$ cat config.mk
export PLATFORM = sky130hd
export DESIGN_NAME = free_list
export DESIGN_NICKNAME = d
export VERILOG_FILES = /design/src/rtl/free_list.sv
export SDC_FILE = /design/constraint.sdc
export NUM_CORES = 1
export LEC_CHECK = 0
export ABC_AREA = 1
export BUFFER_PORTS_ARGS = -buffer_cell sky130_fd_sc_hd__buf_4
export CORE_UTILIZATION = 40
export CTS_BUF_LIST = sky130_fd_sc_hd__clkbuf_16
export DETAILED_ROUTE_END_ITERATION = 12
export GPL_TIMING_DRIVEN = 0
export PLACE_DENSITY_LB_ADDON = 0.3
export SYNTH_ARGS = -nofsm -noshare
export SYNTH_HDL_FRONTEND = slang
export SYNTH_SLANG_ARGS = --single-unit
$ cat constraint.sdc
create_clock -name clock -period 6.4 [get_ports clock]
set_clock_uncertainty 0.05 [all_clocks]
set_input_delay 0.64 -clock clock [delete_from_list [all_inputs] [get_ports clock]]
set_output_delay 0.64 -clock clock [all_outputs]
set_load 0.005 [all_outputs]
$ cat src/rtl/free_list.sv
// Circular free list of physical register tags. Hands out a tag per dispatch,
// reclaims the retiring instruction's old tag, and restores the allocation head
// from a per-ROB-entry checkpoint on branch rollback.
module free_list #(
    parameter int unsigned NUM_PR   = 64,
    parameter int unsigned NUM_ARCH = 32,
    parameter int unsigned NUM_ROB  = 32,
    localparam int unsigned FL_DEPTH = NUM_PR - NUM_ARCH,
    localparam int unsigned PR_W     = $clog2(NUM_PR),
    localparam int unsigned ROB_W    = $clog2(NUM_ROB),
    localparam int unsigned IDX_W    = $clog2(FL_DEPTH),
    localparam int unsigned PTR_W    = IDX_W + 1
) (
    input  logic             clock,
    input  logic             reset,
    input  logic             en,
    input  logic             dispatch_en,
    input  logic [ROB_W-1:0] dispatch_rob_idx,
    input  logic             retire_en,
    input  logic [PR_W-1:0]  retire_Told_idx,
    input  logic             rollback_en,
    input  logic [ROB_W-1:0] rollback_rob_idx,
    output logic [PR_W-1:0]  T_idx,
    output logic             FL_valid,
    output logic [PTR_W-1:0] free_count,
    output logic             overflow_err
);

    // Index arithmetic relies on the pointer index field wrapping naturally.
    if ((FL_DEPTH == 0) || ((FL_DEPTH & (FL_DEPTH - 1)) != 0)) begin : gen_bad_depth
        $error("free_list: NUM_PR - NUM_ARCH must be a non-zero power of two");
    end

    localparam logic [PTR_W-1:0] FullCount = PTR_W'(FL_DEPTH);

    logic [PR_W-1:0]  tags_q [FL_DEPTH];
    logic [PTR_W-1:0] ckpt_q [NUM_ROB];
    logic [PTR_W-1:0] head_q, head_d;
    logic [PTR_W-1:0] tail_q, tail_d;
    logic [PTR_W-1:0] free_count_q, free_count_d;
    logic             overflow_q, overflow_d;

    logic [PTR_W-1:0] count;
    logic             is_empty;
    logic             is_full;
    logic             pop;
    logic             push;
    logic             do_rollback;
    logic [PTR_W-1:0] head_inc;

    // Occupancy and the qualified pop/push/rollback strobes.
    always_comb begin
        count       = tail_q - head_q;
        is_empty    = (count == '0);
        is_full     = (count == FullCount);
        do_rollback = en & rollback_en;
        // Rollback wins over dispatch; an empty list never bypasses a retiring tag.
        pop         = en & dispatch_en & ~is_empty & ~rollback_en;
        push        = en & retire_en & ~is_full;
        head_inc    = head_q + PTR_W'(1);
    end

    // Next-state for pointers, registered count and the overflow pulse.
    always_comb begin
        head_d       = head_q;
        tail_d       = tail_q;
        overflow_d   = overflow_q;
        if (do_rollback) begin
            head_d = ckpt_q[rollback_rob_idx];
        end else if (pop) begin
            head_d = head_inc;
        end
        if (push) begin
            tail_d = tail_q + PTR_W'(1);
        end
        if (en) begin
            overflow_d = retire_en & is_full;
        end
        free_count_d = tail_d - head_d;
    end

    // Pointer, count and error-flag registers.
    always_ff @(posedge clock) begin
        if (reset) begin
            head_q       <= '0;
            tail_q       <= FullCount;
            free_count_q <= FullCount;
            overflow_q   <= 1'b0;
        end else begin
            head_q       <= head_d;
            tail_q       <= tail_d;
            free_count_q <= free_count_d;
            overflow_q   <= overflow_d;
        end
    end

    // Tag storage: seeded with the tags beyond the architectural mapping.
    always_ff @(posedge clock) begin
        if (reset) begin
            for (int i = 0; i < int'(FL_DEPTH); i++) begin
                tags_q[i] <= PR_W'(NUM_ARCH + i);
            end
        end else if (push) begin
            tags_q[tail_q[IDX_W-1:0]] <= retire_Told_idx;
        end
    end

    // Checkpoint the post-allocation head for the ROB slot taking the tag.
    always_ff @(posedge clock) begin
        if (reset) begin
            for (int i = 0; i < int'(NUM_ROB); i++) begin
                ckpt_q[i] <= '0;
            end
        end else if (pop) begin
            ckpt_q[dispatch_rob_idx] <= head_inc;
        end
    end

    // Outputs: head tag is combinational so allocation has no extra latency.
    always_comb begin
        T_idx        = tags_q[head_q[IDX_W-1:0]];
        free_count   = free_count_q;
        FL_valid     = (free_count_q != '0) & ~rollback_en;
        overflow_err = overflow_q;
    end

    // The list can never hold more free tags than it has slots.
    property p_count_bounded;
        @(posedge clock) disable iff (reset) (free_count_q <= FullCount);
    endproperty
    a_count_bounded: assert property (p_count_bounded);

    // A successful push can only occur while not full.
    property p_no_push_when_full;
        @(posedge clock) disable iff (reset) (is_full |-> ~push);
    endproperty
    a_no_push_when_full: assert property (p_no_push_when_full);

endmodule
==> run metrics, run 1 <==
Final nets=between 2k and 2.5k; top flip-flop cell by instance count after synthesis=sky130_fd_sc_hd__edfxtp_1; sequential share of the synthesized area=a little under two thirds; slew margin rel.=28.7%; Clock transition at path regs=0.06 ns; detailed-routing iteration count for the pre-antenna-repair pass=9; Buf/Inv on CP=3; TritonCTS clock tree=yes; full die area=about 48000 um^2; Unique masters post-synth=35; FFs w/ async S/R, synth=0%; number of buffers inserted during clock tree synthesis=44; Std-Cell Rows=79; dpl hpwl=between 40000 and 50000 um; detailed-route wire length=between 60000 and 70000 um; hold violation total from the final report=0; FF+latch count, synth=approximately 400; IR drop worst, VDD=between 0.2 and 0.25 mV; largest fanout on the critical path=10; post-synthesis average cell area=between 9 and 10 um^2; n_diodes=0; data arrival time of the critical path=4.74 ns; category of the critical setup timing path=reg2reg; EDFF count, synth=roughly 380; antenna violations before repair=0; number of nets in the synthesized netlist=1999; total global routing overflow=0; final critical-path required period=4.53 ns; floorplan die height=between 200 and 250 um; Vias per Instance=around 5.7; global-route wire length before repair=~93000 um; buffers from clock root to sink, at most=3; H-tree Lvls=2; largest delay contributor family on the critical path=simple AND/OR/NAND/NOR gates; final weighted congestion in routability-driven placement=~0.97; sinks on the clock net=just over 400; global router's overall resource usage=between 20 and 30%; Slew @ Worst Pin=~1.1 ns; kind of capture point of the worst setup path=flop; cell-by-cell listing of the critical path=inv_1 > clkbuf_1 > ha_1 > or2_1 > nand3b_2 > nand2_2 > nand2_1 > nand2_1 > nand2_2 > nand2_2 > nor2_2 > inv_1 > nor3_4 > nand2_1 > nand2_1; most instantiated cells after synthesis=570 x sky130_fd_sc_hd__nor2_1, 384 x sky130_fd_sc_hd__edfxtp_1, 305 x sky130_fd_sc_hd__nand2_1, 221 x sky130_fd_sc_hd__o21ai_0, 104 x sky130_fd_sc_hd__clkbuf_1; Clock Tree Root=sky130_fd_sc_hd__clkbuf_16; total via count in the routed design=about 15k; largest net degree at the start of global routing=14; violations in the final reports=DRC; starting density of the core=about 40%; post-synthesis cell type with the largest combined area=sky130_fd_sc_hd__edfxtp_1; number of design rule violations left after detail routing=2; top cell type's share of synthesized area=roughly three fifths; hold-fix buffer count after cts=0; worst min-delay path class=in2reg; power density relative to cell area=roughly 290 nW/um^2; cell area after synthesis=about 19000 um^2; max capacitance violation total=0; cell with the most instances after synthesis=sky130_fd_sc_hd__nor2_1; Slew Limit Fails=0; P_leak=7.35 nW; synth warn=0; total chip power=between 6 and 7 mW; type of origin of the critical path=flop; required arrival time at the worst endpoint=roughly 6.6 ns; number of standard cells after synthesis=around 2.0k; horizontal die dimension=roughly 220 um; IO Port Bufs=32; Final setup viols=0; minimum setup slack among reg-to-reg paths=between 1.5 and 2 ns; ports placed on the boundary=36; # resized after CTS=0; Fmax=about 220 MHz; status=finished, violations left; setup TNS=0 ns; vias in the first global route=approximately 15k; setup repair after global routing missed its margin=false; average wire length per cell after detail routing=between 20 and 25 um; post-detailed-route count of antenna-violating nets=0; share of layout cells above drive strength 1=under 10%; number of buffers added for setup after CTS=0; Slowest-stage cell, CP=sky130_fd_sc_hd__nor3_4; core area=between 40000 and 50000 um^2; worst stage delay on the critical path=~0.55 ns; Detailed Route Iter0 Violations=2077; ratio of final minimum period to clock period=between 70% and 80%; area added between synthesis and finish=12.5%; crit-path most repeated cell=sky130_fd_sc_hd__nand2_1; Synth area leaders=sky130_fd_sc_hd__edfxtp_1 61%, sky130_fd_sc_hd__nor2_1 11%, sky130_fd_sc_hd__nand2_1 6.1%; worst-skew pair later-pin latency=a little under 0.6 ns
layer usage:
metal / global-route usage (%) / wire length, um
met1: 33.1 / 24100
met2: 45.6 / 30500
met3: 4.05 / 5520
met4: 14.5 / 3500
met5: 0 / 0
tightest hold or removal path: stages:
cell	delay [ns]
sky130_fd_sc_hd__buf_4	0.10
sky130_fd_sc_hd__o22ai_1	0.07
sky130_fd_sc_hd__inv_1	0.05
sky130_fd_sc_hd__nor2_1	0.03
flip-flops by register name, summed over array words and instances (netlist names):
signal and flops:
ckpt_q 192, free_count 6, head_q 6, overflow_err 1, tags_q 192, tail_q 6
worst paths after layout:
check / start / endpoint / cells after the start
worst min register to register: overflow_err$_SDFFE_PP0P_ / overflow_err$_SDFFE_PP0P_ / 4
worst min-delay path: en / overflow_err$_SDFFE_PP0P_ / 4
worst max-delay path: head_q[2]$_SDFF_PP0_ / ckpt_q[25][5]$_SDFFCE_PN0P_ / 15
worst max register to register: head_q[2]$_SDFF_PP0_ / ckpt_q[25][5]$_SDFFCE_PN0P_ / 15
where the power goes:
part | internal [mW] | switching, mW
logic | 0.184 | 0.545
registers | 2.96 | 0.0324
clock network | 1.37 | 1.07
total | 4.51 | 1.64
cells in the final DEF (no fill, tap or decap), drive strengths merged, types with 19 or more instances in the layout:
master	instances
nor2	572
edfxtp	384
nand2	310
o21ai	222
clkbuf	150
inv	107
o22ai	68
nand3	63
buf	53
o221ai	24
a21oi	21
clkinv	20
dfxtp	19
cells by family after synthesis:
logic type	count (synthesis)	share of synthesized area [%]
adders and majority gates	14	0.972
buffers and inverters	220	4.55
AOI/OAI and AO/OA	350	10.5
xor gates and xnor gates	8	0.373
DFF	403	63.3
and+or+nand+nor	968	20.3
through the flow:
stage	area [um^2]	utilization (%)	instances	worst slack (ns)	hold WS (ns)
3_3_place_gp	19800	42.6	2602	1.53	0.490
5_1_grt	21200	45.6	2683	1.64	0.317
2_1_floorplan	18800	-	1963	3.18	0.482
3_5_place_dp	19800	42.6	2602	1.40	0.499
4_1_cts	21200	45.6	2683	1.90	0.282
6_report	21200	45.6	2683	1.87	0.303
layout make-up:
class                      instances  area [um^2]
buffer                           125          499
fill                            4457        25300
clock inverter                    35          209
inverter                          95          357
timing repair buffer              32          240
tap                              607          759
sequential                       403        11900
multi-input combinational       1340         6040
clock buffer                      46         1150
No activity file was read; power rests on OpenSTA's default activity.
==> inputs of run 2 (changes only) <==
- ABC_AREA: 1 -> 0
- clock period: 6.4 -> 3.8 ns (I/O delays scaled with it)
==> run 2 against run 1 <==
Compared with the run above: the flow now finishes without violations; register-to-register slack worse by 1.8 ns; core utilization rose by 1.1 points; sequential share of layout area is 1.3 points lower; flip-flop and latch count is the same; area after synthesis hardly changed; via count is 21% lower; cell count is 23% lower; die area is essentially flat; combinational power increased by 48%; non-clock buffer count is 6 lower; global-route usage is 3.9 points lower; setup slack got worse by 1.8 ns; largest cell class unchanged.
==> run metrics, run 2 <==
ports placed on the boundary=36 (unchanged); Final setup viols=0 (unchanged); required arrival time at the worst endpoint=4.06 ns (was 6.60 ns); Detail Route met2 WL=25200 um (was 30500 um); total via count in the routed design=12.1k (was 15.4k); Fmax=271 MHz (was 221 MHz); Detailed Route Iter0 Violations=1670 (was 2077); cell count of the worst reg-to-reg path=13 (was 15); buffers from clock root to sink, at most=3 (unchanged); TritonCTS clock tree=yes (unchanged); launch instance of the worst register-to-register path=head_q[4]$_SDFF_PP0_ (was head_q[2]$_SDFF_PP0_); Hold Path Stages=2 (was 4); Clock transition at path regs=0.06 ns (about the same); ratio of final minimum period to clock period=96.9% (was 70.8%); top cell type's share of synthesized area=61.4% (was 61.3%); area of the multi-input gates=6800 um^2 (was 6040 um^2); Clock Tree Root=sky130_fd_sc_hd__clkbuf_16 (unchanged); critical path depth in cells=13 (was 15); full die area=47800 um^2 (was 47900 um^2); total instance count after detailed placement=1993 (was 2602); Buf/Inv on CP=4 (was 3); Slew @ Worst Pin=1.21 ns (was 1.07 ns); layout filler cell count=4115 (was 4457); cell with the most instances after synthesis=sky130_fd_sc_hd__edfxtp_1 (was sky130_fd_sc_hd__nor2_1); critical hold path startpoint=retire_Told_idx[0] (was en); IO Port Bufs=33 (was 32); cell-by-cell listing of the critical path=clkinv_4 > buf_12 > ha_2 > and2_1 > o21a_1 > a31o_2 > o211ai_4 > nand3_2 > nor2_2 > nand2_1 > clkbuf_2 > buf_2 > or3_1 (was inv_1 > clkbuf_1 > ha_1 > or2_1 > nand3b_2 > nand2_2 > nand2_1 > nand2_1 > nand2_2 > nand2_2 > nor2_2 > inv_1 > nor3_4 > nand2_1 > nand2_1); power density relative to cell area=462 nW/um^2 (was 291 nW/um^2); largest fanout on the critical path=10 (unchanged); Std-Cell Rows=79 (unchanged); dpl hpwl=37100 um (was 44600 um); worst-skew pair later-pin latency=0.58 ns (about the same); FF+latch count, synth=403 (unchanged); average wire length per cell after detail routing=25.8 um (was 23.7 um); IR drop worst, VDD=0.384 mV (was 0.223 mV); EDFF count, synth=384 (unchanged); total global routing overflow=0 (unchanged); most frequent standard cell in the layout excluding fill and tap cells=sky130_fd_sc_hd__edfxtp_1 (was sky130_fd_sc_hd__nor2_1); max capacitance violation total=0 (unchanged); top flip-flop cell by instance count after synthesis=sky130_fd_sc_hd__edfxtp_1 (unchanged); H-tree Lvls=2 (unchanged); final design area excluding fillers=21700 um^2 (was 21200 um^2); global router's overall resource usage=23.0% (was 26.9%); setup TNS=0 ns (unchanged); Slew Limit Fails=0 (unchanged); status=finished clean (was finished, violations left); post-synthesis average cell area=13.9 um^2 (was 9.58 um^2); top flop regs=ckpt_q x192, tags_q x192 (unchanged); data arrival time of the critical path=3.94 ns (was 4.74 ns); final weighted congestion in routability-driven placement=0.884 (was 0.968); Worst setup startpoint=head_q[4]$_SDFF_PP0_ (was head_q[2]$_SDFF_PP0_); Slowest-stage cell, CP=sky130_fd_sc_hd__or3_1 (was sky130_fd_sc_hd__nor3_4); Synth area leaders=sky130_fd_sc_hd__edfxtp_1 61%, sky130_fd_sc_hd__mux4_2 14%, sky130_fd_sc_hd__nor2_1 4.9% (was sky130_fd_sc_hd__edfxtp_1 61%, sky130_fd_sc_hd__nor2_1 11%, sky130_fd_sc_hd__nand2_1 6.1%); type of origin of the critical path=flop (unchanged); FFs w/ async S/R, synth=0% (unchanged); final critical-path required period=3.68 ns (was 4.53 ns); slew margin rel.=19.2% (was 28.7%); category of the critical setup timing path=reg2reg (unchanged); length of routed wiring on met1=21700 um (was 24100 um); number of nets in the synthesized netlist=1389 (was 1999); starting density of the core=40.4% (was 40.5%); Vias per Instance=5.85 (was 5.72); detailed-route wire length=53600 um (was 63600 um); Met3 Routed Length=5060 um (was 5520 um); leading cell types in the layout, fill and taps excluded=384 x sky130_fd_sc_hd__edfxtp_1, 242 x sky130_fd_sc_hd__nor2_1, 123 x sky130_fd_sc_hd__nand2_1 (was 570 x sky130_fd_sc_hd__nor2_1, 384 x sky130_fd_sc_hd__edfxtp_1, 305 x sky130_fd_sc_hd__nand2_1); largest delay contributor family on the critical path=simple AND/OR/NAND/NOR gates (unchanged); hold violation total from the final report=0 (unchanged); most instantiated cells after synthesis=384 x sky130_fd_sc_hd__edfxtp_1, 244 x sky130_fd_sc_hd__nor2_1, 128 x sky130_fd_sc_hd__nand2_1, 118 x sky130_fd_sc_hd__mux4_2, 99 x sky130_fd_sc_hd__clkbuf_1 (was 570 x sky130_fd_sc_hd__nor2_1, 384 x sky130_fd_sc_hd__edfxtp_1, 305 x sky130_fd_sc_hd__nand2_1, 221 x sky130_fd_sc_hd__o21ai_0, 104 x sky130_fd_sc_hd__clkbuf_1); antenna violations before repair=0 (unchanged); Area after DPL=19800 um^2 (about the same); non-filler cells in the finished layout=2075 (was 2683); number of design rule violations left after detail routing=0 (was 2); area added between synthesis and finish=15.5% (was 12.5%); number of standard cells after synthesis=1353 (was 1963); floorplan die height=219 um (about the same); share of layout cells above drive strength 1=22.1% (was 5.97%); highest signal layer in the routed design=met4 (unchanged); core area=46500 um^2 (unchanged); global-route wire length before repair=79300 um (was 93000 um); P_leak=6.86 nW (was 7.35 nW); synth warn=0 (unchanged); detailed-routing iteration count for the pre-antenna-repair pass=5 (was 9); worst min-delay path class=in2reg (unchanged); kind of capture point of the worst setup path=flop (unchanged); sequential share of the synthesized area=63.4% (was 63.3%); post-detailed-route count of antenna-violating nets=0 (unchanged); number of buffers inserted during clock tree synthesis=45 (was 44); minimum setup slack among reg-to-reg paths=0.12 ns (was 1.87 ns); Final nets=1473 (was 2077); vias in the first global route=12.3k (was 15.0k); sinks on the clock net=403 (unchanged); worst stage delay on the critical path=0.39 ns (was 0.55 ns); Unique masters post-synth=59 (was 35); Sequential Area=11900 um^2 (about the same); n_diodes=0 (unchanged); horizontal die dimension=219 um (about the same); cell area after synthesis=18800 um^2 (about the same); largest net degree at the start of global routing=13 (was 14); post-synthesis cell type with the largest combined area=sky130_fd_sc_hd__edfxtp_1 (unchanged)
-- run 2: repair_timing --
action,4_1_cts,5_1_grt
pin swaps,5,1
setup endpoints to repair,782,416
gates resized for setup,133,40
hold buffers,0,0
setup buffers,6,2
hold endpoints to repair,0,0
-- run 2: cells by family after synthesis --
kind of cell	after synthesis	share of synthesized area [%]
xor+xnor	18	0.839
mux	129	14.7
flops	403	63.4
simple gates	593	15.1
buf+inv	130	2.67
compound gates	66	2.31
fa+ha+maj	14	0.972
-- run 2: final timing paths --
kind,to
setup / recovery,tags_q[30][5]$_SDFFCE_PN1P_
hold / removal,tags_q[27][0]$_SDFFCE_PN1P_
setup reg to reg,tags_q[30][5]$_SDFFCE_PN1P_
hold reg to reg,overflow_err$_SDFFE_PP0P_
-- run 2: layout make-up --
class,instances,area share (%)
Sequential cell,403,54.9
Multi-Input combinational cell,820,31.3
Clock buffer,45,5.19
Tap cell,607,3.50
Buffer,110,2.36
Timing Repair Buffer,41,1.59
Clock inverter,33,0.767
Inverter,16,0.311
-- run 2: layer usage --
layer	GRT usage, %	vias up
met3	4.13	107
met4	7.94	0
met2	35.9	641
li1	-	5207
met1	32.4	6193
met5	0	-
-- run 2: metrics by stage --
stage	setup slack, ns	hold WS [ns]	total power [mW]	util (%)
after floorplan	0.125	0.429	5.71	-
after global placement	-1.47	0.438	6.09	42.6
after detailed placement	-1.57	0.434	6.11	42.6
after CTS	0.00157	0.0328	10.0	46.4
after global routing	-0.0677	0.0448	10.3	46.7
final	0.116	0.0424	10.0	46.7
-- run 2: report_power, final --
| part | internal [mW] | leakage [nW] | switching, mW | total, mW |
|---|---|---|---|---|
| Sequential | 4.98 | 3.72 | 0.0533 | 5.03 |
| Combinational | 0.410 | 2.43 | 0.667 | 1.08 |
| Clock | 2.15 | 0.704 | 1.77 | 3.92 |
